<file path="config.mk">
export PLATFORM = sky130hd
export DESIGN_NAME = tiny16_timer_irq
export DESIGN_NICKNAME = d
export VERILOG_FILES = /design/src/rtl/tiny16_timer_irq.sv
export SDC_FILE = /design/constraint.sdc
export NUM_CORES = 1
export LEC_CHECK = 0
export ABC_CLOCK_PERIOD_IN_PS = 3200
export BUFFER_PORTS_ARGS = -buffer_cell sky130_fd_sc_hd__buf_4
export CORE_MARGIN = 5
export CORE_UTILIZATION = 25
export CTS_CLUSTER_SIZE = 8
export DETAILED_ROUTE_END_ITERATION = 12
export PLACE_DENSITY_LB_ADDON = 0.08
export SLEW_MARGIN = 40
export SYNTH_ARGS = -nofsm -noshare
export SYNTH_HDL_FRONTEND = slang
export SYNTH_SLANG_ARGS = --single-unit
export TNS_END_PERCENT = 1
</file>
<file path="constraint.sdc">
create_clock -name clk -period 3.2 [get_ports clk]
set_input_delay 0.64 -clock clk [delete_from_list [all_inputs] [get_ports clk]]
set_output_delay 0.64 -clock clk [all_outputs]
set_load 0.03 [all_outputs]
</file>
<file path="src/rtl/tiny16_timer_irq.sv">
`default_nettype none
// ============================================================================
// tiny16_timer_irq : prescaled down-counter timer with irq, wake and LED for Tiny16
// Revision 1.0
// ============================================================================
module tiny16_timer_irq #(
  parameter int COUNTER_BITS = 8,
  parameter int TIMER_BIT    = 7
) (
  input  logic        clk,
  input  logic        nreset,
  input  logic        we,
  input  logic [1:0]  addr,
  input  logic [15:0] wdata,
  output logic [15:0] rdata,
  input  logic        nhlt,
  input  logic        nwfi,
  input  logic        iack,
  output logic        irq,
  output logic        wake,
  output logic        led
);

  localparam logic [1:0] C_ADDR_CTRL   = 2'd0;
  localparam logic [1:0] C_ADDR_RELOAD = 2'd1;
  localparam logic [1:0] C_ADDR_COUNT  = 2'd2;
  localparam logic [1:0] C_ADDR_STATUS = 2'd3;

  logic [COUNTER_BITS-1:0] prescaler_q, prescaler_d;
  logic [2:0]              ctrl_q, ctrl_d;
  logic [15:0]             reload_q, reload_d;
  logic [15:0]             count_q, count_d;
  logic                    pending_q, pending_d;
  logic [7:0]              overrun_q, overrun_d;
  logic                    wake_q, wake_d;
  logic                    led_q, led_d;

  logic w_tick;
  logic w_ctrl_wr;
  logic w_reload_wr;
  logic w_count_wr;
  logic w_status_wr;
  logic w_event;
  logic w_enable;
  logic w_irq_en;
  logic w_autoreload;

  assign w_enable     = ctrl_q[0];
  assign w_irq_en     = ctrl_q[1];
  assign w_autoreload = ctrl_q[2];

  assign w_ctrl_wr   = we && (addr == C_ADDR_CTRL);
  assign w_reload_wr = we && (addr == C_ADDR_RELOAD);
  assign w_count_wr  = we && (addr == C_ADDR_COUNT);
  assign w_status_wr = we && (addr == C_ADDR_STATUS);

  assign w_tick  = nhlt && (&prescaler_q[TIMER_BIT:0]);
  // A COUNT write pre-empts the tick, so it also suppresses the event.
  assign w_event = w_tick && w_enable && (count_q == 16'd0) && !w_count_wr;

  always_comb begin
    prescaler_d = prescaler_q;
    ctrl_d      = ctrl_q;
    reload_d    = reload_q;
    count_d     = count_q;
    pending_d   = pending_q;
    overrun_d   = overrun_q;
    wake_d      = !nwfi && pending_q;
    led_d       = led_q ^ w_event;

    if (nhlt) begin
      prescaler_d = prescaler_q + COUNTER_BITS'(1);
    end

    if (w_tick && w_enable) begin
      if (count_q != 16'd0) begin
        count_d = count_q - 16'd1;
      end else begin
        count_d = w_autoreload ? reload_q : 16'd0;
        if (!w_autoreload) begin
          ctrl_d[0] = 1'b0;
        end
      end
    end
    if (w_count_wr) begin
      count_d = wdata;
    end
    if (w_ctrl_wr) begin
      ctrl_d = wdata[2:0];
    end
    if (w_reload_wr) begin
      reload_d = wdata;
    end

    // An ack landing with a new event leaves pending set and is not an overrun.
    if (iack) begin
      pending_d = 1'b0;
    end
    if (w_event && w_irq_en) begin
      pending_d = 1'b1;
      if (pending_q && !iack && (overrun_q != 8'hFF)) begin
        overrun_d = overrun_q + 8'd1;
      end
    end
    if (w_status_wr) begin
      overrun_d = 8'd0;
    end
  end

  always_ff @(posedge clk or negedge nreset) begin
    if (!nreset) begin
      prescaler_q <= '0;
      ctrl_q      <= 3'd0;
      reload_q    <= 16'd0;
      count_q     <= 16'd0;
      pending_q   <= 1'b0;
      overrun_q   <= 8'd0;
      wake_q      <= 1'b0;
      led_q       <= 1'b0;
    end else begin
      prescaler_q <= prescaler_d;
      ctrl_q      <= ctrl_d;
      reload_q    <= reload_d;
      count_q     <= count_d;
      pending_q   <= pending_d;
      overrun_q   <= overrun_d;
      wake_q      <= wake_d;
      led_q       <= led_d;
    end
  end

  always_comb begin
    rdata = 16'd0;
    case (addr)
      C_ADDR_CTRL:   rdata = {13'd0, ctrl_q};
      C_ADDR_RELOAD: rdata = reload_q;
      C_ADDR_COUNT:  rdata = count_q;
      C_ADDR_STATUS: rdata = {overrun_q, 7'd0, pending_q};
      default:       rdata = 16'd0;
    endcase
  end

  assign irq  = pending_q;
  assign wake = wake_q;
  assign led  = led_q;

endmodule
`default_nettype wire

</file>
==> run summary, run 1 <==
Area Growth Syn to Fin -> 20.1%
CTS-repair resized insts -> 0
Yosys top cell area share -> 0.410
drt drc -> 0
Pleak -> 1.66 nW
sequential area share after synthesis -> 0.410
Final setup viols -> 0
CTS H-Tree Depth -> 2
DRT antenna net count -> 0
vias in the first global route -> 2,800
critical path type -> register to register
Cell Pwr Density -> 526 nW/um^2
Crit. End Element -> register
multiplexer share of the synthesized area -> 0.136
global route overflow -> 0
Total GRT Usage -> 0.135
startpoint types -> register
Hold/Removal Path Class -> primary input to asynchronous set/reset pin
Mapped Cells -> 332
post-route clock period utilization -> 0.785
Clock Power Share -> 0.271
drt pass-1 iters -> 4
Final Cell Area -> 3960 sq um
worst skew pair latency -> 0.30 ns
max-cap check violation count -> 0
first-pass GRT wire length -> 16,500 um
top cells by area, synth -> dfrtp_1 (41%), mux2_2 (9.6%), a22o_1 (4.0%)
# diodes -> 0
critical path arrival -> 2.72 ns
Pint -> 1.38 mW
#FFs+latches synth -> 54
outcome -> finished clean
cell taking the most area after synthesis -> dfrtp_1
filler instances -> 1,396
main combinational cell family by area after synthesis -> simple AND/OR/NAND/NOR gates
power share of the sequential group -> 0.470
drt first-iter violations -> 138
area of the die -> 15,600 sq um
synth warn -> 0
peak supply drop -> 0.279 mV
setup TNS -> 0 ns
fraction of registers with async set/reset -> 1.00
Slew Limit Headroom -> 0.496
Synth Area in XOR/XNOR -> 0.0265
Worst setup startpoint -> count_q[0]
post-synthesis simple-gate area fraction -> 0.198
switching power share of the total -> 0.338
Max Slew Vio Count -> 0
Syn Area/Cell -> 9.94 sq um
via count -> 2,788
Clock Sinks -> 54
Crit Path Max Fanout -> 8
Die Width -> 125 um
area of the core -> 13,100 sq um
Starting Density -> 0.252
Worst-path clk slew -> 0.07 ns
Post-CTS Hold Fix Bufs -> 0
number of synthesized flops with an enable pin -> 0
DP Wirelength -> 7470 um
DR vias/cell -> 5.11
Most used DFF post-synth -> dfrtp_1
required time of the critical path -> 3.40 ns
nets -> 397
Comb power frac -> 0.259
P_sw -> 706 uW
WL final -> 10,300 um
Routed wire per std cell -> 18.9 um
Crit Reg-Reg Startpoint -> count_q[0]
Die H -> 125 um
syn nets -> 360
placed inst area -> 3810 sq um
Rows -> 42
GPL Wtd Cong -> 0.814
Root Buffer -> clkbuf_16
post-synthesis cell type count -> 53
most common cell in the synthesized netlist -> dfrtp_1
crit path time final -> 2.51 ns
Adder-Cell Fraction of Synth Area -> 0.0152
CTS Buf Count -> 5
CTS tree -> built
layout cell share with drive strength beyond 1 -> 0.259
Worst Skew -> 0.00614 ns
Max Clk Rate -> 398 MHz
Worst-Margin Slew -> 0.748 ns
initial antenna violation count -> 0
synthesized area -> 3300 sq um
final hold violations -> 0
synth cell count leaders -> dfrtp_1 (54), nand2_1 (30), mux2_2 (28), o21ai_0 (17)
Ports -> 43
compound-gate portion of the synthesized area -> 0.171
I/O Buffers -> 42
Post-CTS Setup Bufs -> 0
RSZ-0062 raised after global routing -> no
largest net degree at the start of global routing -> 55
clock buffer depth -> 2
R2R setup slack -> 0.69 ns
## flip-flops by register name (all words and copies together), names as in the netlist
| name | count |
|---|---|
| wake | 1 |
| overrun_q | 8 |
| count_q | 16 |
| ctrl_q | 3 |
| prescaler_q | 8 |
| irq | 1 |
| reload_q | 16 |
| led | 1 |
## worst max-delay path, cell delays in order, from the launching register on
cell and delay (ns):
dfrtp_1 0.45, inv_1 0.13, ha_1 0.17, nor4b_1 0.53, and4_1 0.57, buf_4 0.23
a221oi_1 0.06, o31ai_1 0.27
## per-stage QoR
step	hold slack (ns)	util	setup WS [ns]	total power [mW]	cells
2_1_floorplan	0.344	-	0.687	1.33	332
3_3_place_gp	0.473	0.291	0.681	1.54	538
3_5_place_dp	0.468	0.291	0.630	1.54	538
4_1_cts	0.418	0.303	0.702	2.12	546
5_1_grt	0.339	0.303	0.457	2.22	546
6_report	0.292	0.303	0.687	2.09	546
## metal layers
metal,global-route usage,part of all wire,vias up
met3,0.0253,0.046,11
met5,0,0,-
met1,0.182,0.47,1379
li1,-,-,1330
met4,0.0497,0.017,0
met2,0.215,0.46,68
## cell type report
type                    count  area (sq um)  area share
clock buffers               7           143      0.0360
flip-flops and latches     54          1350       0.341
repair buffers             54           409       0.103
multi-input cells         247          1810       0.456
well taps                 176           220      0.0556
clock inverters             1          5.00     0.00126
inverters                   7          26.3     0.00663
## cells in the final DEF (no fill, tap or decap), types with 10 or more instances in the layout
cell type / count
dfrtp_1: 54
buf_4: 53
nand2_1: 30
mux2_2: 28
o21ai_0: 17
a22o_1: 15
nor3_1: 12
mux2i_1: 11
nor4_1: 10
## path summary, 6_finish.rpt
path                                 to  depth (start not counted)
hold reg to reg                     led                          1
min in group clk                   wake                          2
setup reg to reg            count_q[10]                          7
max in group asynchronous   reload_q[4]                          1
hold / removal             overrun_q[5]                          1
setup / recovery            count_q[10]                          7
## cells by family after synthesis
family                   count (synthesis)
AO/OA/AOI/OAI                           80
XOR/XNOR                                10
adder cells (fa/ha/maj)                  4
buffers and inverters                   31
flip-flops                              54
multiplexers                            40
AND/OR/NAND/NOR                        113
## power by group through the flow
stage | Combinational (mW) | Clock [mW] | Sequential [mW]
5_1_grt | 0.599 | 0.617 | 1.00
4_1_cts | 0.548 | 0.598 | 0.979
6_report | 0.541 | 0.565 | 0.980
3_3_place_gp | 0.544 | 0 | 0.993
2_1_floorplan | 0.410 | 0 | 0.918
3_5_place_dp | 0.545 | 0 | 0.991
Note: power is estimated with default switching activity, not from simulation.
==> run 2, diff against run 1 <==
--- a/config.mk
+++ b/config.mk
@@ -5,7 +5,7 @@
 export SDC_FILE = /design/constraint.sdc
 export NUM_CORES = 1
 export LEC_CHECK = 0
-export ABC_CLOCK_PERIOD_IN_PS = 3200
+export ABC_CLOCK_PERIOD_IN_PS = 2440
 export BUFFER_PORTS_ARGS = -buffer_cell sky130_fd_sc_hd__buf_4
 export CORE_MARGIN = 5
 export CORE_UTILIZATION = 25
==> constraint.sdc (replaced) <==
create_clock -name clk -period 2.44 [get_ports clk]
set_input_delay 0.488 -clock clk [delete_from_list [all_inputs] [get_ports clk]]
set_output_delay 0.488 -clock clk [all_outputs]
set_load 0.03 [all_outputs]
==> run 2 against run 1 <==
Non-clock buffer count increased by 12. Clock-buffer cell count did not move. Clock skew rose by 0.0034 ns. Combinational power grew 43%. Sequential share of layout area down 0.83 points. Via count rose by 0.14%. Die area did not move. Hold slack lost 0.15 ns. Clock power grew 49%. Final cell count increased by 2.2%. Core utilization is 0.76 points higher. Critical path type unchanged.
==> run summary, run 2 (same netlist as run 1, synthesis figures left out) <==
via count -> 2,792 (was 2,788)
GPL Wtd Cong -> 0.806 (was 0.814)
CTS-repair resized insts -> 0 (unchanged)
startpoint types -> register (unchanged)
crit path time final -> 2.19 ns (was 2.51 ns)
CTS Buf Count -> 5 (unchanged)
initial antenna violation count -> 0 (unchanged)
placed cell count -> 550 (was 538)
Post-CTS Setup Bufs -> 0 (unchanged)
clock buffer depth -> 2 (unchanged)
Min Hold Slack -> 0.144 ns (was 0.292 ns)
post-route clock period utilization -> 0.899 (was 0.785)
Worst-Margin Slew -> 0.721 ns (was 0.748 ns)
final hold violations -> 0 (unchanged)
setup TNS -> 0 ns (unchanged)
drt first-iter violations -> 173 (was 138)
RR Endpoint -> count_q[10] (unchanged)
first-pass GRT wire length -> 17,100 um (was 16,500 um)
Cell Pwr Density -> 706 nW/um^2 (was 526 nW/um^2)
drt drc -> 0 (unchanged)
required time of the critical path -> 2.65 ns (was 3.40 ns)
# diodes -> 0 (unchanged)
DR vias/cell -> 5.00 (was 5.11)
Rows -> 42 (unchanged)
area of the core -> 13,100 sq um (unchanged)
RSZ-0062 raised after global routing -> no (unchanged)
Crit Path Max Fanout -> 7 (was 8)
Slew Limit Headroom -> 0.515 (was 0.496)
WL final -> 10,600 um (was 10,300 um)
outcome -> finished clean (unchanged)
critical path type -> register to register (unchanged)
area of the die -> 15,600 sq um (unchanged)
Final setup viols -> 0 (unchanged)
Max Clk Rate -> 456 MHz (was 398 MHz)
largest net degree at the start of global routing -> 55 (unchanged)
Max Slew Vio Count -> 0 (unchanged)
vias in the first global route -> 2,961 (was 2,800)
Hold/Removal Path Class -> primary input to asynchronous set/reset pin (unchanged)
multi-input logic area -> 1800 sq um (was 1810 sq um)
peak supply drop -> 0.348 mV (was 0.279 mV)
I/O Buffers -> 42 (unchanged)
CTS tree -> built (unchanged)
r2r worst-path depth -> 8 (was 7)
Clock Sinks -> 54 (unchanged)
Worst-path clk slew -> 0.07 ns (about the same)
filler instances -> 1,364 (was 1,396)
DP Wirelength -> 7590 um (was 7470 um)
Crit Reg-Reg Startpoint -> count_q[0] (unchanged)
commonest non-fill, non-tap cells in the layout -> buf_4 (65), dfrtp_1 (54), nand2_1 (30) (was dfrtp_1 (54), buf_4 (53), nand2_1 (30))
CTS H-Tree Depth -> 2 (unchanged)
Root Buffer -> clkbuf_16 (unchanged)
worst skew pair latency -> 0.30 ns (about the same)
Routed wire per std cell -> 19.1 um (was 18.9 um)
max-cap check violation count -> 0 (unchanged)
layout cell share with drive strength beyond 1 -> 0.277 (was 0.259)
R2R setup slack -> 0.25 ns (was 0.69 ns)
Area Growth Syn to Fin -> 23.1% (was 20.1%)
pre-CTS WS -> 0.268 ns (was 0.630 ns)
DRT antenna net count -> 0 (unchanged)
critical path arrival -> 2.40 ns (was 2.72 ns)
Ports -> 43 (unchanged)
drt pass-1 iters -> 4 (unchanged)
global route overflow -> 0 (unchanged)
Die Width -> 125 um (unchanged)
most frequent standard cell in the layout excluding fill and tap cells -> buf_4 (was dfrtp_1)
Seq. cell area -> 1350 sq um (unchanged)
nets -> 409 (was 397)
largest registers -> count_q x16, reload_q x16 (unchanged)
Finished Layout Cells -> 558 (was 546)
final worst setup slack -> 0.246 ns (was 0.687 ns)
Die H -> 125 um (unchanged)
Crit. End Element -> register (unchanged)
Worst Skew -> 0.00956 ns (was 0.00614 ns)
Total GRT Usage -> 0.139 (was 0.135)
Post-CTS Hold Fix Bufs -> 0 (unchanged)
Starting Density -> 0.252 (unchanged)
Pleak -> 1.72 nW (was 1.66 nW)
fin util -> 0.310 (was 0.303)
==> run 2: worst max path at each step <==
stage	start	to	depth (start not counted)
3_3_place_gp	addr[0]	overrun_q[3]	5
3_5_place_dp	count_q[0]	overrun_q[5]	8
4_1_cts	count_q[0]	overrun_q[5]	8
5_1_grt	count_q[0]	count_q[10]	8
6_report	count_q[0]	count_q[10]	8
2_1_floorplan	addr[0]	rdata[1]	4
==> run 2: per-stage QoR <==
| stage | instance area, sq um | power (mW) |
|---|---|---|
| 6_report | 4060 | 2.87 |
| 5_1_grt | 4060 | 3.04 |
| 4_1_cts | 4060 | 2.91 |
| 3_5_place_dp | 3890 | 2.04 |
| 3_3_place_gp | 3890 | 2.04 |
| 2_1_floorplan | 3300 | 1.74 |
==> run 2: power by group <==
| part | internal [mW] | switching, mW | total [mW] | leakage, nW |
|---|---|---|---|---|
| registers | 1.05 | 0.193 | 1.25 | 0.673 |
| clock network | 0.487 | 0.357 | 0.844 | 0.0781 |
| logic | 0.373 | 0.402 | 0.775 | 0.974 |
==> run 2: layer usage <==
layer | up-vias | part of all wire | track usage
li1 | 1357 | - | -
met5 | - | 0 | 0
met2 | 66 | 0.47 | 0.221
met3 | 13 | 0.040 | 0.0244
met4 | 0 | 0.021 | 0.0517
met1 | 1356 | 0.47 | 0.189
==> run 2: area by class of cell <==
type,count,share of cell area
Tap cell,176,0.0542
Clock inverter,1,0.00739
Sequential cell,54,0.333
Multi-Input combinational cell,247,0.444
Inverter,7,0.00647
Clock buffer,7,0.0327
Timing Repair Buffer,66,0.123
==> run 2: critical path: stages, from the launching register on <==
cell      delay (ns)
dfrtp_1         0.38
inv_1           0.10
ha_1            0.17
nor4b_1         0.27
buf_4           0.19
and4_1          0.46
buf_4           0.23
a221oi_1        0.06
o31ai_1         0.24
==> run 3, diff against run 2 <==
--- a/config.mk
+++ b/config.mk
@@ -5,7 +5,7 @@
 export SDC_FILE = /design/constraint.sdc
 export NUM_CORES = 1
 export LEC_CHECK = 0
-export ABC_CLOCK_PERIOD_IN_PS = 2440
+export ABC_CLOCK_PERIOD_IN_PS = 2700
 export BUFFER_PORTS_ARGS = -buffer_cell sky130_fd_sc_hd__buf_4
 export CORE_MARGIN = 5
 export CORE_UTILIZATION = 25
==> constraint.sdc (replaced) <==
create_clock -name clk -period 2.7 [get_ports clk]
set_input_delay 0.54 -clock clk [delete_from_list [all_inputs] [get_ports clk]]
set_output_delay 0.54 -clock clk [all_outputs]
set_load 0.03 [all_outputs]
==> run 3 against run 2 <==
Global-route usage shrank 0.31 points. Largest cell class unchanged. Clock power shrank 19%. Sequential cell count is the same. Clock-buffer cell count shrank 2. Combinational power shrank 13%. Clock skew grew 0.00072 ns. Total power shrank 13%. Critical path type is now primary input to primary output. Cell area shrank 1.0%. Wire length shrank 2.5%. Highest routed layer unchanged. Via count shrank 0.29%.
==> run summary, run 3 (same netlist as run 1, synthesis figures left out) <==
commonest non-fill, non-tap cells in the layout -> buf_4 (61), dfrtp_1 (54), nand2_1 (30) (was buf_4 (65), dfrtp_1 (54), nand2_1 (30))
final hold violations -> 0 (unchanged)
nets -> 405 (was 409)
drt pass-1 iters -> 4 (unchanged)
post-route clock period utilization -> 0.852
Cell Pwr Density -> 620 nW/um^2 (was 706 nW/um^2)
critical path arrival -> 1.76 ns (was 2.40 ns)
setup TNS -> 0 ns (unchanged)
Die H -> 125 um (unchanged)
Area Growth Syn to Fin -> 21.8% (was 23.1%)
startpoint types -> primary input (was register)
GPL Wtd Cong -> 0.791 (was 0.806)
# diodes -> 0 (unchanged)
CTS H-Tree Depth -> 2 (unchanged)
Worst Skew -> 0.0103 ns (was 0.00956 ns)
Die Width -> 125 um (unchanged)
M1 WL -> 5060 um (was 5040 um)
Hold/Removal Path Class -> primary input to asynchronous set/reset pin (unchanged)
highest routed metal layer -> met4 (unchanged)
DR vias/cell -> 5.03 (was 5.00)
largest registers -> count_q x16, reload_q x16 (unchanged)
CTS-repair resized insts -> 0 (unchanged)
clock buffer depth -> 2 (unchanged)
first-pass GRT wire length -> 16,800 um (was 17,100 um)
Max Slew Vio Count -> 0 (unchanged)
Total GRT Usage -> 0.136 (was 0.139)
worst skew pair latency -> 0.31 ns (was 0.30 ns)
R2R setup slack -> 0.45 ns (was 0.25 ns)
Crit. End Element -> primary output (was register)
DP Wirelength -> 7340 um (was 7590 um)
Clock Sinks -> 54 (unchanged)
CTS tree -> built (unchanged)
Root Buffer -> clkbuf_16 (unchanged)
Rows -> 42 (unchanged)
max-cap check violation count -> 0 (unchanged)
layout cell share with drive strength beyond 1 -> 0.278 (was 0.277)
RR Endpoint -> overrun_q[7] (was count_q[10])
met3 wire length -> 328 um (was 423 um)
area of the die -> 15,600 sq um (unchanged)
Worst-Margin Slew -> 0.568 ns (was 0.721 ns)
Starting Density -> 0.252 (unchanged)
area of the core -> 13,100 sq um (unchanged)
drt drc -> 0 (unchanged)
WL final -> 10,400 um (was 10,600 um)
vias in the first global route -> 2,900 (was 2,961)
Slew Limit Headroom -> 0.618 (was 0.515)
outcome -> finished clean (unchanged)
most frequent standard cell in the layout excluding fill and tap cells -> buf_4 (unchanged)
crit path time final -> 2.30 ns
Post-CTS Setup Bufs -> 0 (unchanged)
placed cell count -> 546 (was 550)
Seq. cell area -> 1350 sq um (unchanged)
global route overflow -> 0 (unchanged)
met2 WL -> 4900 um (was 4960 um)
RSZ-0062 raised after global routing -> no (unchanged)
Ports -> 43 (unchanged)
required time of the critical path -> 2.16 ns (was 2.65 ns)
Crit Reg-Reg Startpoint -> prescaler_q[0] (was count_q[0])
Worst-path clk slew -> 0.08 ns (was 0.07 ns)
Crit Path Max Fanout -> 19 (was 7)
Max Clk Rate -> 435 MHz
drt first-iter violations -> 125 (was 173)
Final setup viols -> 0 (unchanged)
initial antenna violation count -> 0 (unchanged)
Routed wire per std cell -> 18.7 um (was 19.1 um)
largest net degree at the start of global routing -> 55 (unchanged)
Finished Layout Cells -> 554 (was 558)
Post-CTS Hold Fix Bufs -> 0 (unchanged)
CTS Buf Count -> 5 (unchanged)
Pleak -> 1.70 nW (was 1.72 nW)
multi-input logic area -> 1810 sq um (was 1800 sq um)
critical path type -> primary input to primary output (was register to register)
filler instances -> 1,358 (was 1,364)
DRT antenna net count -> 0 (unchanged)
peak supply drop -> 0.359 mV (was 0.348 mV)
via count -> 2,784 (was 2,792)
r2r worst-path depth -> 5 (was 8)
I/O Buffers -> 42 (unchanged)
## run 3: changes by cell type in the layout (fill, tap and decap cells not counted)
cell        delta
o31ai_2        +1
bufinv_16      -1
clkinv_2       +1
buf_4          -4
o31ai_1        -1
clkinv_4       +1
clkbuf_1       -2
clkinvlp_4     +1
## run 3: how the worst max path moves through the flow
stage,startpoint,slack (ns),cells past startpoint,end
after floorplan,addr[0],0.39,4,rdata[1]
after global placement,addr[0],0.34,5,overrun_q[7]
after detailed placement,addr[0],0.33,5,overrun_q[7]
after CTS,addr[0],0.40,5,rdata[11]
after global routing,addr[0],0.29,5,rdata[11]
final,addr[0],0.40,5,rdata[10]
## run 3: final cells by class
class / instances / area share
clock buffers: 5 / 0.0311
clock inverters: 3 / 0.00529
inverters: 7 / 0.00654
multi-input cells: 247 / 0.449
flip-flops and latches: 54 / 0.336
well taps: 176 / 0.0548
repair buffers: 62 / 0.117
## run 3: per-stage QoR
| stage | utilization | total power [mW] | cell area, sq um | hold WS [ns] | worst slack, ns |
|---|---|---|---|---|---|
| global placement | 0.295 | 1.83 | 3860 | 0.461 | 0.336 |
| detailed placement | 0.296 | 1.83 | 3870 | 0.467 | 0.329 |
| global route | 0.307 | 2.65 | 4020 | 0.234 | 0.294 |
| finish | 0.307 | 2.49 | 4020 | 0.179 | 0.400 |
| CTS | 0.307 | 2.53 | 4020 | 0.330 | 0.396 |
| floorplan | - | 1.57 | 3300 | 0.244 | 0.387 |
## run 3: critical path: stages
cell	delay, ns
buf_4	0.24
nor2b_1	0.33
buf_4	0.28
a22o_1	0.19
buf_4	0.17
## run 3: power breakdown
part | internal [mW] | total (mW) | switching [mW] | leakage (nW)
logic | 0.329 | 0.673 | 0.344 | 0.956
clock network | 0.345 | 0.681 | 0.336 | 0.0698
registers | 0.952 | 1.14 | 0.186 | 0.673
total | 1.63 | 2.49 | 0.866 | 1.70
## run 3: layer usage
metal / vias to the layer above / track usage
met5: - / 0
met4: 0 / 0.0357
met3: 6 / 0.0317
met2: 44 / 0.218
met1: 1389 / 0.185
li1: 1345 / -
